[config.mk]
export PLATFORM = sky130hd
export DESIGN_NAME = instr_sequencer
export DESIGN_NICKNAME = d
export VERILOG_FILES = /design/src/rtl/cpu_pkg.sv /design/src/rtl/prog_ram.sv /design/src/rtl/instr_sequencer.sv
export SDC_FILE = /design/constraint.sdc
export NUM_CORES = 1
export LEC_CHECK = 0
export BUFFER_PORTS_ARGS = -buffer_cell sky130_fd_sc_hd__clkbuf_2
export CAP_MARGIN = 10
export CORE_UTILIZATION = 51
export CTS_BUF_LIST = sky130_fd_sc_hd__clkbuf_8
export DETAILED_ROUTE_END_ITERATION = 8
export PLACE_DENSITY = 0.66
export RECOVER_POWER = 100
export SLEW_MARGIN = 15
export SYNTH_ARGS = -nofsm -noshare
export SYNTH_HDL_FRONTEND = slang
export SYNTH_SLANG_ARGS = --single-unit
[constraint.sdc]
create_clock -name clk -period 2.9 [get_ports clk]
set_input_delay 0.145 -clock clk [delete_from_list [all_inputs] [get_ports clk]]
set_output_delay 0.145 -clock clk [all_outputs]
set_load 0.02 [all_outputs]
[src/rtl/cpu_pkg.sv]
// Shared constants and types for simple_cpu and its instruction sequencer.
package cpu_pkg;

  localparam int unsigned INSTR_WIDTH = 20;
  localparam int unsigned ADDR_BITS   = 5;
  localparam int unsigned DATA_WIDTH  = 8;
  localparam int unsigned OPC_BITS    = 4;
  localparam int unsigned ISSUE_GAP   = 3;
  localparam logic [OPC_BITS-1:0] HALT_OP = 4'hF;

  typedef enum logic [2:0] {
    IDLE,
    FETCH,
    ISSUE,
    WAIT,
    PAUSE,
    DONE
  } seq_state_t;

endpackage

[src/rtl/prog_ram.sv]
// Single-port program RAM with synchronous read; contents are not reset.
module prog_ram #(
  parameter int unsigned WIDTH     = 20,
  parameter int unsigned ADDR_BITS = 5
) (
  input  logic                 clk,
  input  logic                 we,
  input  logic [ADDR_BITS-1:0] addr,
  input  logic [WIDTH-1:0]     wdata,
  output logic [WIDTH-1:0]     rdata
);

  logic [WIDTH-1:0] mem [2**ADDR_BITS];

  always_ff @(posedge clk) begin
    if (we) mem[addr] <= wdata;
    rdata <= mem[addr];
  end

endmodule

[src/rtl/instr_sequencer.sv]
// Loads a program into RAM and issues it to the CPU one word at a time,
// with a fixed gap between issues, optional single-step and halt detection.
module instr_sequencer
  import cpu_pkg::*;
#(
  parameter int unsigned INSTR_WIDTH = cpu_pkg::INSTR_WIDTH,
  parameter int unsigned ADDR_BITS   = cpu_pkg::ADDR_BITS,
  parameter int unsigned ISSUE_GAP   = cpu_pkg::ISSUE_GAP,
  parameter logic [3:0]  HALT_OP     = cpu_pkg::HALT_OP
) (
  input  logic                   clk,
  input  logic                   rst,
  input  logic                   load_valid,
  output logic                   load_ready,
  input  logic [ADDR_BITS-1:0]   load_addr,
  input  logic [INSTR_WIDTH-1:0] load_data,
  input  logic [ADDR_BITS:0]     prog_len,
  input  logic                   start,
  input  logic                   step_mode,
  input  logic                   step,
  input  logic                   abort,
  output logic [INSTR_WIDTH-1:0] instr_out,
  output logic                   instr_valid,
  output logic [ADDR_BITS-1:0]   pc,
  output logic                   busy,
  output logic                   done
);

  localparam int unsigned LEN_BITS = ADDR_BITS + 1;
  localparam int unsigned GAP_BITS = (ISSUE_GAP > 1) ? $clog2(ISSUE_GAP) : 1;

  seq_state_t             state_q, state_d;
  logic [ADDR_BITS-1:0]   pc_q, pc_d;
  logic [INSTR_WIDTH-1:0] instr_q, instr_d;
  logic                   valid_q, valid_d;
  logic [GAP_BITS-1:0]    gap_q, gap_d;
  logic [LEN_BITS-1:0]    len_q, len_d;
  logic                   busy_q, busy_d;
  logic                   done_q, done_d;
  logic                   ready_q, ready_d;

  logic                   ram_we;
  logic [ADDR_BITS-1:0]   ram_addr;
  logic [INSTR_WIDTH-1:0] ram_rdata;

  // Loads only reach the RAM while the sequencer is not running, so the
  // shared port is free for program writes in IDLE/DONE.
  assign ram_we   = load_valid && ready_q;
  assign ram_addr = ram_we ? load_addr : pc_q;

  prog_ram #(
    .WIDTH     (INSTR_WIDTH),
    .ADDR_BITS (ADDR_BITS)
  ) u_prog_ram (
    .clk   (clk),
    .we    (ram_we),
    .addr  (ram_addr),
    .wdata (load_data),
    .rdata (ram_rdata)
  );

  always_ff @(posedge clk or negedge rst) begin
    if (!rst) begin
      state_q <= IDLE;
      pc_q    <= '0;
      instr_q <= '0;
      valid_q <= 1'b0;
      gap_q   <= '0;
      len_q   <= '0;
      busy_q  <= 1'b0;
      done_q  <= 1'b0;
      ready_q <= 1'b1;
    end else begin
      state_q <= state_d;
      pc_q    <= pc_d;
      instr_q <= instr_d;
      valid_q <= valid_d;
      gap_q   <= gap_d;
      len_q   <= len_d;
      busy_q  <= busy_d;
      done_q  <= done_d;
      ready_q <= ready_d;
    end
  end

  always_comb begin
    state_d = state_q;
    pc_d    = pc_q;
    instr_d = instr_q;
    valid_d = 1'b0;
    gap_d   = gap_q;
    len_d   = len_q;

    case (state_q)
      IDLE, DONE: begin
        if (start) begin
          len_d   = prog_len;
          pc_d    = '0;
          state_d = (prog_len == '0) ? DONE : FETCH;
        end
      end
      FETCH: state_d = ISSUE;
      ISSUE: begin
        if (ram_rdata[INSTR_WIDTH-1 -: 4] == HALT_OP) begin
          state_d = DONE;
        end else begin
          instr_d = ram_rdata;
          valid_d = 1'b1;
          gap_d   = GAP_BITS'(ISSUE_GAP - 1);
          state_d = WAIT;
        end
      end
      WAIT: begin
        if (gap_q != '0) begin
          gap_d = gap_q - GAP_BITS'(1);
        end else if (LEN_BITS'(pc_q) + LEN_BITS'(1) == len_q) begin
          state_d = DONE;
        end else begin
          pc_d    = pc_q + ADDR_BITS'(1);
          state_d = step_mode ? PAUSE : FETCH;
        end
      end
      PAUSE: if (step) state_d = FETCH;
      default: state_d = IDLE;
    endcase

    // Abort overrides everything, including a simultaneous start.
    if (abort) begin
      state_d = IDLE;
      pc_d    = '0;
      valid_d = 1'b0;
    end

    busy_d  = !(state_d == IDLE || state_d == DONE);
    done_d  = (state_d == DONE);
    ready_d = !busy_d;
  end

  assign load_ready  = ready_q;
  assign instr_out   = instr_q;
  assign instr_valid = valid_q;
  assign pc          = pc_q;
  assign busy        = busy_q;
  assign done        = done_q;

endmodule

==> metrics <==
Flop pwr share 0.551; Vias per Instance 6.36; first-pass GRT wire length ~97000 um; Hold Vio Cnt, Final 0; CTS max path bufs 3; ys flop type edfxtp_1; CP top delay family compound AO/OA/AOI/OAI gates; RSZ-0062 raised after global routing false; synthesized area per cell between 15 and 20 sq um; Final Slew Violations 63; Yosys top cell by area edfxtp_1; Worst-Skew Late Latency approximately 0.70 ns; status finished with violations; Min Clock Period, post-route approximately 2.8 ns; Clk pin slew, worst setup/hold paths about 0.06 ns; post-synthesis sequential area ratio 0.804; endpoints failing setup 0; Num CTS Buffers ~110; Final Skew 0.0437 ns; worst setup path start load_ready; asr flop ratio synth 0.0571; Critical Path Max Stage Delay 0.57 ns; Sink Count 700; synthesized area 25700 sq um; Max VDD drop roughly 0.00056 V; DIE WIDTH ~230 um; Finished Layout Cells ~2400; Max Fclk around 0.36 GHz; Nets 1678; Sw Ratio 0.247; drt wl/cell 27.8 um; share of cells above drive strength 1 0.170; r2r setup slk 0.09 ns; Final Power 21.1 mW; Yosys cell types 56; Worst R2R Path Depth 8; Least-Margin Pin Slew between 1.5 and 2 ns; Initial Util 0.521; TritonRoute pass-1 iters 5; Inst Count DP 2184; crit end category register; Mapped Nets approximately 1500; Internal Power approximately 16 mW; sw power about 5.2 mW; top-area cell type share of the netlist area 0.749; final WL roughly 67000 um; IO buf count between 60 and 70; Hold Crit Class in -> reg; Critical Path Fanout Max 46; fillcell total 3689; cell chain of the critical path and2_2 > o21ai_2 > buf_12 > buf_2 > a22o_1 > a221oi_1 > o22ai_1 > or4_1; warning count from the yosys run 0; leading post-synthesis cells by cell area edfxtp_1 (75%), a22o_1 (5.6%), a221oi_1 (5.5%); stages on the worst setup path 8; Worst R2R End u_prog_ram.rdata[18]; initial antenna violation count 0; worst path bufs/invs 2; Gate power share 0.096; Clock power frac 0.353; Required @ worst endpoint 3.47 ns; leakage between 9 and 10 nW; diode count 0; Max H-tree Level 3; Total Routing Usage GR 0.263; commonest non-fill, non-tap cell in the layout edfxtp_1; Critical Path End u_prog_ram.rdata[18]; Post-route DRC 0; Final ANT Viol Nets 0; CP max-delay cell dfstp_2; Root Driver clkbuf_8; vias approximately 15000; Ports between 60 and 70; area of the core a little under 50000 sq um; Post-synth EDFFs 640; critical path class reg -> reg; TNS Setup 0 ns; maxcap violations 2; register bit count reported by yosys 700; grt total ovfl 0; Setup WS pre-CTS between 0.015 and 0.02 ns; routability congestion estimate between 0.8 and 0.9; # Post-CTS Setup Buffers 0; CTS tree done; Final period util 0.967; slew margin rel. -0.0593; largest net degree at the start of global routing between 60 and 70; Syn Inst Count about 1400; commonest non-fill, non-tap cells in the layout edfxtp_1 (640), a22o_1 (163), a221oi_1 (159); final hold slack around 0.16 ns; failing checks capacitance limit, slew limit; WP data arrival between 3 and 4 ns; Hold Path Cell Cnt 5; final worst slack 0.0947 ns; Reg-to-Reg Start load_ready; initial drt markers roughly 1700; DIE HEIGHT 226 um; vias in the first global route 14800; area delta synth->final 15.2%; power density over the cells 712 nW/um^2; die area a little over 50000 sq um; Post-DP HPWL a little under 40000 um; # rows slightly above 80; critical path launch point type register
==> stage by stage <==
step           cell area, sq um   util
6_report                  29600  0.600
5_1_grt                   29600  0.600
4_1_cts                   30000  0.609
3_5_place_dp              27900  0.567
3_3_place_gp              27900  0.567
2_1_floorplan             25700      -
==> worst min path at each step <==
stage / start / endpoint / slack (ns)
floorplan: rst / busy / -0.15
global route: step / load_ready / 0.18
global placement: rst / len_q[2] / 0.23
detailed placement: rst / len_q[2] / 0.23
CTS: rst / len_q[2] / 0.01
finish: step / load_ready / 0.16
==> power groups by stage <==
| stage | clock, mW | sequential [mW] | combinational (mW) |
|---|---|---|---|
| 5_1_grt | 8.01 | 11.6 | 2.17 |
| 2_1_floorplan | 0 | 11.9 | 1.01 |
| 3_3_place_gp | 0 | 11.8 | 2.06 |
| 3_5_place_dp | 0 | 11.8 | 2.10 |
| 6_report | 7.43 | 11.6 | 2.02 |
| 4_1_cts | 7.55 | 11.6 | 2.12 |
==> worst reg2reg max path, cell delays in order (launching register included) <==
cell and delay [ns]:
dfstp_2 0.57, and2_2 0.22, o21ai_2 0.14, buf_12 0.23
buf_2 0.25, a22o_1 0.25, a221oi_1 0.39, o22ai_1 0.13
or4_1 0.50
==> state kept, by name, summed over array words and instances, names as in the netlist <==
register,cells
gap_q,2
done,1
u_prog_ram.mem,640
load_ready,1
len_q,6
pc,5
instr_out,20
state_q,3
instr_valid,1
u_prog_ram.rdata,20
busy,1
==> layout make-up <==
cell class                      count  area, sq um  area share
Sequential cell                   700        20600       0.698
Multi-Input combinational cell    617         4650       0.157
Clock buffer                      120         1650      0.0559
Timing Repair Buffer              208         1470      0.0498
Tap cell                          664          831      0.0281
Clock inverter                     78          315      0.0107
Inverter                            4         15.0    0.000508
==> metal layers <==
metal,vias up,GRT usage,part of all wire
li1,6460,-,-
met1,7824,0.375,0.41
met2,824,0.401,0.46
met3,108,0.0575,0.098
met4,0,0.0972,0.026
met5,-,0,0
==> Yosys cell counts (all sizes together) (8+ instances only) <==
cell    count
or4        21
edfxtp    640
buf        22
a22o      163
a221oi    160
clkbuf     74
o22ai      81
nand2      69
mux2        8
dfrtp      39
nor2       37
dfxtp      20
==> what timing repair did <==
action | CTS | global route
hold buffers | 9 | 0
setup endpoints to repair | 1 | 1
pin swaps | 0 | 0
endpoints found under the hold margin | 46 | 0
gates resized for setup | 1 | 1
==> cell families (layout without fill, tap and decap cells) <==
family	count (synthesis)	after routing	synth area share
AO/OA/AOI/OAI	431	431	0.139
XOR/XNOR	11	11	0.00376
adder cells (fa/ha/maj)	2	2	0.000975
buffers and inverters	100	410	0.0166
flip-flops	700	700	0.804
multiplexers	10	10	0.00429
AND/OR/NAND/NOR	163	163	0.0318
Note: power is estimated with default switching activity, not from simulation.
